File: config.mk
export PLATFORM = sky130hd
export DESIGN_NAME = rbus_d2r_node
export DESIGN_NICKNAME = d
export VERILOG_FILES = /design/src/rtl/rbus_pkg.sv /design/src/rtl/rbus_d2r_pkt_buf.sv /design/src/rtl/rbus_d2r_node.sv
export SDC_FILE = /design/constraint.sdc
export NUM_CORES = 1
export LEC_CHECK = 0
export CAP_MARGIN = 20
export CORE_MARGIN = 5
export CORE_UTILIZATION = 25
export CTS_CLUSTER_SIZE = 14
export DETAILED_ROUTE_END_ITERATION = 10
export GPL_TIMING_DRIVEN = 0
export PLACE_DENSITY_LB_ADDON = 0.12
export SETUP_SLACK_MARGIN = 0.2
export SLEW_MARGIN = 5
export SYNTH_ARGS = -nofsm -noshare
export SYNTH_HDL_FRONTEND = slang
export SYNTH_SLANG_ARGS = --single-unit
File: constraint.sdc
create_clock -name clk -period 6.5 [get_ports clk]
set_input_delay 1.3 -clock clk [delete_from_list [all_inputs] [get_ports clk]]
set_output_delay 1.3 -clock clk [all_outputs]
set_load 0.02 [all_outputs]
File: src/rtl/rbus_pkg.sv
// rbus_pkg: ring control field layout, packet lengths and node FSM states
package rbus_pkg;
  localparam int REQ_V = 11;
  localparam int REQ_LONG = 10;
  localparam int PRIO_HI = 9;
  localparam int PRIO_LO = 8;
  localparam int ID_HI = 7;
  localparam int ID_LO = 0;
  localparam logic [3:0] SHORT_LEN = 4'd2;
  localparam logic [3:0] LONG_LEN = 4'd9;
  typedef enum logic [1:0] {LOAD, REQ, WAIT, SEND} state_t;
  function automatic logic [11:0] mk_ctrl(input logic lng, input logic [1:0] prio, input logic [7:0] id);
    return {1'b1, lng, prio, id};
  endfunction
endpackage

File: src/rtl/rbus_d2r_pkt_buf.sv
// rbus_d2r_pkt_buf: 9x72 sequential packet buffer with length checks
module rbus_d2r_pkt_buf
  import rbus_pkg::*;
(
  input  logic        clk,
  input  logic        rst,
  input  logic        wr_en,
  input  logic [71:0] wr_data,
  input  logic        rd_en,
  input  logic        flush,
  input  logic        lng,
  output logic [71:0] rd_data,
  output logic [3:0]  wr_cnt,
  output logic        last_ok,
  output logic        wr_full,
  output logic        rd_last
);
  logic [71:0] mem [LONG_LEN];
  logic [3:0]  rd_cnt;
  logic [3:0]  len;
  assign len = lng ? LONG_LEN : SHORT_LEN;
  assign rd_data = mem[rd_cnt];
  // counts are compared before the current word/read is taken
  assign last_ok = wr_cnt == len - 4'd1;
  assign wr_full = wr_cnt == LONG_LEN - 4'd1;
  assign rd_last = rd_cnt == len - 4'd1;
  always_ff @(posedge clk)
    if (wr_en) mem[wr_cnt] <= wr_data;
  always_ff @(posedge clk or posedge rst)
    if (rst) begin
      wr_cnt <= '0;
      rd_cnt <= '0;
    end else if (flush) begin
      wr_cnt <= '0;
      rd_cnt <= '0;
    end else begin
      if (wr_en) wr_cnt <= wr_cnt + 4'd1;
      if (rd_en) rd_cnt <= rd_cnt + 4'd1;
    end
endmodule

File: src/rtl/rbus_d2r_node.sv
// rbus_d2r_node: device-side ring injector that requests, waits for a grant and overwrites the slot
module rbus_d2r_node
  import rbus_pkg::*;
#(
  parameter logic [7:0] NODE_ID = 8'h01
) (
  input  logic        clk,
  input  logic        rst,
  input  logic        i_sof,
  input  logic [11:0] i_ctrl,
  input  logic [71:0] i_data,
  output logic        o_sof,
  output logic [11:0] o_ctrl,
  output logic [71:0] o_data,
  input  logic        dev_valid,
  input  logic [71:0] dev_data,
  input  logic        dev_last,
  input  logic        dev_long,
  input  logic [1:0]  dev_prio,
  output logic        dev_ready,
  output logic        o_err
);
  state_t      state, state_n;
  logic        pkt_long;
  logic [1:0]  pkt_prio;
  logic        acc, rd_en, flush, err_n;
  logic        last_ok, wr_full, rd_last;
  logic [3:0]  wr_cnt;
  logic [71:0] rd_data, data_n;
  logic [11:0] ctrl_n, own_req;
  logic        free_slot, grant_hit, req_back;
  assign dev_ready = (state == LOAD) && !rst;
  assign acc = dev_valid && dev_ready;
  assign own_req = mk_ctrl(pkt_long, pkt_prio, NODE_ID);
  assign free_slot = !i_sof && !i_ctrl[REQ_V];
  assign grant_hit = i_sof && i_ctrl[REQ_V] && i_ctrl[ID_HI:ID_LO] == NODE_ID && i_ctrl[REQ_LONG] == pkt_long;
  // only this node issues requests with its id, so valid+id identifies our own
  assign req_back = !i_sof && i_ctrl[REQ_V] && i_ctrl[ID_HI:ID_LO] == NODE_ID;
  rbus_d2r_pkt_buf u_buf (
    .clk     (clk),
    .rst     (rst),
    .wr_en   (acc),
    .wr_data (dev_data),
    .rd_en   (rd_en),
    .flush   (flush),
    .lng     (pkt_long),
    .rd_data (rd_data),
    .wr_cnt  (wr_cnt),
    .last_ok (last_ok),
    .wr_full (wr_full),
    .rd_last (rd_last)
  );
  always_comb begin
    state_n = state;
    ctrl_n = i_ctrl;
    data_n = i_data;
    err_n = 1'b0;
    rd_en = 1'b0;
    flush = 1'b0;
    case (state)
      LOAD:
        if (acc) begin
          if (dev_last && last_ok) state_n = REQ;
          else if (dev_last || wr_full) begin
            err_n = 1'b1;
            flush = 1'b1;
          end
        end
      REQ:
        if (free_slot) begin
          ctrl_n = own_req;
          state_n = WAIT;
        end
      WAIT:
        if (grant_hit) begin
          ctrl_n = '0;
          data_n = rd_data;
          rd_en = 1'b1;
          state_n = SEND;
        end else if (req_back) begin
          ctrl_n = '0;
          state_n = REQ;
        end
      SEND:
        if (i_sof) begin
          err_n = 1'b1;
          flush = 1'b1;
          state_n = LOAD;
        end else begin
          data_n = rd_data;
          rd_en = 1'b1;
          flush = rd_last;
          state_n = rd_last ? LOAD : SEND;
        end
      default: state_n = LOAD;
    endcase
  end
  always_ff @(posedge clk or posedge rst)
    if (rst) begin
      state <= LOAD;
      pkt_long <= 1'b0;
      pkt_prio <= '0;
      o_sof <= 1'b0;
      o_ctrl <= '0;
      o_data <= '0;
      o_err <= 1'b0;
    end else begin
      state <= state_n;
      if (acc && wr_cnt == 4'd0) begin
        pkt_long <= dev_long;
        pkt_prio <= dev_prio;
      end
      o_sof <= i_sof;
      o_ctrl <= ctrl_n;
      o_data <= data_n;
      o_err <= err_n;
    end
endmodule

**Word level (Yosys, flattened, before mapping)**

Memory sizes are Yosys's and may differ from the RTL's.
Index checks and enable logic that the tools add are counted.

- RAM bits: 648
- Output and inout port bits: 87
- Memories: 1
- Register bits: 99

- Muxes and demuxes: 32
- $add $sub $neg: 3
- Reductions and logical operators: 19
- Eq/ne operators: 12

Memories:

| memory | words | width | rd ports | clocked after Yosys merged registers in | wr ports | line | text |
|---|---|---|---|---|---|---|---|
| u_buf.mem | 9 | 72 | 1 | 0 | 1 | rbus_d2r_pkt_buf.sv:18 | `logic [71:0] mem [LONG_LEN];` |

Operator list:

| operator | number |
|---|---|
| 2-to-1 mux 72 bit | 2 |
| one-hot mux 72 bit (2 select lines) | 1 |
| 2-to-1 mux 12 bit | 3 |
| one-hot mux 12 bit (2 select lines) | 1 |
| 2-to-1 mux 4 bit | 5 |
| 2-to-1 mux 2 bit | 7 |
| logical AND 1 bit | 10 |
| 2-to-1 mux 1 bit | 9 |
| adder 4 x 1 -> 4 bit (second input constant) | 2 |
| equality test 4 bit | 2 |
| equality test 8 x 1 -> 1 bit (second input constant) | 1 |
| one-hot mux 2 bit (4 select lines) | 1 |
| one-hot mux 1 bit (2 select lines) | 3 |
| equality test 2 bit (second input constant) | 2 |
| equality test 4 bit (second input constant) | 1 |
| zero test 4 bit | 1 |
| inequality test 2 bit (second input constant) | 2 |
| AND reduction 4 bit | 1 |
| nonzero test 2 bit | 2 |
| subtractor 4 x 1 -> 4 bit (second input constant) | 1 |
| zero test 1 bit | 3 |
| inequality test 3 bit (second input constant) | 1 |
| equality test 2 x 1 -> 1 bit (second input constant) | 1 |
| zero test 2 bit | 1 |
| 3 further kinds | 3 |

**Longest topological paths before layout**

- Depth after elaboration: 8
- Gate-level depth with buffers: 9
- Mapped depth without buffers: 8

**Cells and area by module**

From an unflattened synthesis, not the netlist that was laid out.

- Cell total of the unflattened synthesis: 1465
- Area, all modules: 28832.7 um2

Modules (own cells, without submodules):

| module | area an instance (um2) | seq. area each (um2) | times used | cells each |
|---|---|---|---|---|
| rbus_d2r_pkt_buf | 25240.5 | 19658.9 | 1 | 1215 |
| rbus_d2r_node | 3592.2 | 2277.2 | 1 | 250 |

**Worst setup path after synthesis**

No wires, ideal clock.

- Kind: input port to flip-flop
- From: in rst
- To: reg u_buf.rd_cnt[0]
- Required time: 6.370 ns
- Slack: -0.737 ns
- Setup time: 0.130 ns
- Arrival: 7.107 ns
- Stages on the path: 6
- Cell sequence: nand3b_1 -> nor3_1 -> a21o_1 -> o21ai_0 -> a21oi_2 -> nor2_1

- Longest elaborated chain between the ends: 6

RTL lines:

| item | line | text |
|---|---|---|
| start: declaration | rbus_d2r_node.sv:8 | `input logic rst,` |
| zero test 1 bit (no source line) (*) | - |  |
| logical AND 1 bit (*) | rbus_d2r_node.sv:32 | `assign dev_ready = (state == LOAD) && !rst;` |
| logical AND 1 bit (*) | rbus_d2r_node.sv:33 | `assign acc = dev_valid && dev_ready;` |
| 2-to-1 mux 1 bit (*) | rbus_d2r_node.sv:62 | `if (acc) begin` |
| one-hot mux 1 bit (2 select lines) (*) | rbus_d2r_node.sv:60 | `case (state)` |
| 2-to-1 mux 4 bit or nonzero test 2 bit (tied branches) | - |  |
| end signal: assignment | rbus_d2r_pkt_buf.sv:38 | `if (rd_en) rd_cnt <= rd_cnt + 4'd1;` |
| end: declaration | rbus_d2r_pkt_buf.sv:19 | `logic [3:0] rd_cnt;` |

Every way passes the cells marked *; elsewhere a longest branch is shown, timed or not.
A chain may end at the register's enable or synchronous reset.

**Worst setup path after layout**

- From: in rst
- To: out dev_ready

- Longest elaborated chain between the ends: 2

RTL lines:

| item | line | text |
|---|---|---|
| zero test 1 bit (no source line) | - |  |
| logical AND 1 bit | rbus_d2r_node.sv:32 |  |
| end: declaration | rbus_d2r_node.sv:20 | `output logic dev_ready,` |

No other way between the ends.

==> run summary <==
- **run status** completed
- **number of nets in the layout** 1979
- **Tcrit/Tclk final** 0.5961
- **top cells by area, synth** sky130_fd_sc_hd__edfxtp_1, sky130_fd_sc_hd__mux4_2, sky130_fd_sc_hd__dfrtp_1
- **count of input and output buffers** 250
- **Floorplan Core Area** 113900 um^2
- **Post-CTS Hold Buffers** 0
- **cell row count** 124
- **cell repeated most along the worst path** sky130_fd_sc_hd__clkdlybuf4s50_1
- **shortest clock period the worst path allows after layout** 3.874 ns
- **worst-margin pin slew** 1.087 ns
- **FFs w/ async S/R, synth** 0.1325
- **postcts setup bufs** 0
- **initial antenna violation count** 7
- **router iterations before antenna repair** 5
- **Lkg Pwr** 11.74 nW
- **gpl congestion** 0.6908
- **synthesis-to-layout area growth** 27.48%
- **Routed met2 length** 41120 um
- **post-cts resize count** 0
- **total standard cell area after synthesis** 28530 um^2
- **cell types with the highest counts after synthesis** sky130_fd_sc_hd__edfxtp_1, sky130_fd_sc_hd__mux4_2, sky130_fd_sc_hd__dfrtp_1
- **Clk Latency, worst-skew pair** 0.65 ns
- **remaining global-route overflow** 0
- **Ports** 251
- **GR Util All Layers** 0.1367
- **syn_nets** 1620
- **sequential cell area fraction in the yosys report** 0.7688
- **cell area power density** 392.5 nW/um^2
- **total wire length** 83180 um
- **fraction of layout instances using a drive strength above 1** 0.2141
- **ratio of routed vias to standard cells** 4.389
- **via count of the first global-routing pass** 16.64k
- **placed wire-length estimate after detailed placement** 52500 um
- **buffer cell driving the clock tree root** sky130_fd_sc_hd__clkbuf_16
- **routed length on met3** 4371 um
- **Peak supply drop** 0.2171 mV
- **required arrival time at the worst endpoint** 5.20 ns
- **synthesized area per cell** 19.73 um^2
- **maximum operating frequency** 258.1 MHz
- **global-route wire length before repair** 119900 um
- **Top Metal Used** met5
- **slowest cell on the critical path** sky130_fd_sc_hd__clkdlybuf4s50_1
- **number of buffers added by the clock tree synthesis step** 89
- **Final Hold Viols** 0
- **kind of critical path** in -> out
- **kind of end point of the critical path** output port
- **count of H-tree levels built during CTS** 3
- **clock tree from TritonCTS** built
- **utilization of the core after routing** 0.3194
- **worst slew margin relative to its limit** 0.2751
- **Finish-stage setup viols** 0
- **worst stage delay on the critical path** 0.61 ns
- **starting density of the core** 0.2505
- **Clock Path Buffers** 3
- **critical path's top delay family** buffers and inverters
- **Worst Path Max Fanout** 3
- **most instantiated flip-flop cell in the synthesis netlist** sky130_fd_sc_hd__edfxtp_1
- **clock-pin slew on the worst setup and hold paths** 0.06 ns
- **Die Span Y** 347.8 um
- **library cells used by synthesis** 43
- **register bit count reported by yosys** 747
- **leading cell type by number of instances after synthesis** sky130_fd_sc_hd__edfxtp_1
- **number of antenna-violating nets in the routed design** 0
- **total DRC errors in the routed layout** 0
- **final setup skew** 0.02169 ns
- **Hold WC Path Type** reg -> reg
- **Post-Route M1 WL** 36350 um
- **cell-by-cell listing of the critical path** clkdlybuf4s50_1 -> nor2b_1 -> clkdlybuf4s50_1
- **unrepaired setup endpoints after global routing** no
- **max-slew violation count** 0
- **Routed WL per cell** 24.49 um
- **top cell type's share of synthesized area** 0.6820
- **library cell with the largest summed area after synthesis** sky130_fd_sc_hd__edfxtp_1
- **Critical Path AT** 2.57 ns
- **DRT iter0 DRCs** 912
- **total via count in the routed design** 14.90k
- **post-synthesis instance total** 1446
- **Yosys Warn Count** 0
- **WP buf/inv** 2
- **Total Neg Setup Slack** 0 ns
- **MaxCap Viol Count** 0
- **area of the die** 121000 um^2
- **width of the die** 347.8 um
- **critical path startpoint category** input port
- **largest net degree at the start of global routing** 65
- **Post-synth EDFFs** 648
- **number of sinks on the clock net** 747
==> per-layer routing <==
layer  GRT usage  up-vias
met2      0.2307      351
met3     0.03124       89
li1            -     6535
met4     0.03136        4
met1      0.1804     7925
met5           0        -
==> cell families after synthesis <==
family          Yosys count  share of synthesized area
flops                   747                     0.7688
compound gates          240                    0.05762
simple gates            204                    0.03640
mux                     148                     0.1152
buf+inv                  91                    0.01574
fa+ha+maj                10                   0.004385
xor+xnor                  6                   0.001842
==> through the flow <==
step                instance area, um^2  hold WS (ns)  instances  worst slack (ns)  power, W
finish                            36370        0.4964       3396             2.626   0.01428
global route                      36370        0.5210       3394             2.473   0.01500
CTS                               36370        0.4959       3394             2.545   0.01460
detailed placement                33410        0.4828       3226             1.837  0.009494
global placement                  32930        0.4754       3208            -2.553  0.009476
floorplan                         28540        0.4605       1446             1.429  0.007988
==> cell type report <==
type / count / area, um^2
clock inverter: 51 / 504.2
antenna: 2 / 5.005
sequential: 747 / 21940
buffer: 82 / 415.4
tap: 1512 / 1892
timing repair buffer: 268 / 2948
inverter: 9 / 41.29
multi-input combinational: 608 / 6176
fill: 11107 / 77510
clock buffer: 117 / 2455
==> path summary, 6_finish.rpt <==
check	from	endpoint	slack [ns]	cells after the start
min in group asynchronous	rst	o_err	1.08	2
worst min register to register	pkt_prio[1]	o_ctrl[9]	0.50	1
worst max register to register	u_buf.rd_cnt[1]	o_data[45]	3.12	5
worst min-delay path	pkt_prio[1]	o_ctrl[9]	0.50	1
worst max-delay path	rst	dev_ready	2.63	3
max in group asynchronous	rst	o_data[25]	4.65	3
==> power breakdown <==
part | internal (W) | switching, W
logic | 0.00161 | 0.00205
registers | 0.00550 | 0.0000999
clock network | 0.00299 | 0.00202
==> registers in the layout, indices dropped and copies added, names as in the netlist <==
name          flops
u_buf.mem       648
o_data           72
o_ctrl           12
u_buf.rd_cnt      4
u_buf.wr_cnt      4
pkt_prio          2
state             2
o_err             1
o_sof             1
pkt_long          1
==> layout by cell type (no fill, tap or decap), drive strengths merged, types with 2 or more instances in the layout <==
master / Yosys / final
xnor2: 3 / 3
xor2: 3 / 3
a22o: 3 / 3
buf: 47 / 65
nand3: 2 / 2
o22a: 3 / 3
dfrtp: 99 / 99
nand2: 87 / 87
nor3: 4 / 4
clkinv: 0 / 37
mux4: 144 / 144
nor2b: 74 / 74
clkinvlp: 0 / 2
nor2: 11 / 11
clkdlybuf4s50: 0 / 250
clkbuf: 35 / 152
or2: 2 / 2
diode: 0 / 2
nand4: 3 / 3
inv: 9 / 13
and2: 14 / 14
a21oi: 5 / 5
bufinv: 0 / 8
nand3b: 2 / 2
a211oi: 73 / 73
o21ai: 151 / 151
ha: 10 / 10
mux2: 3 / 3
edfxtp: 648 / 648
Note: power is estimated with default switching activity, not from simulation.
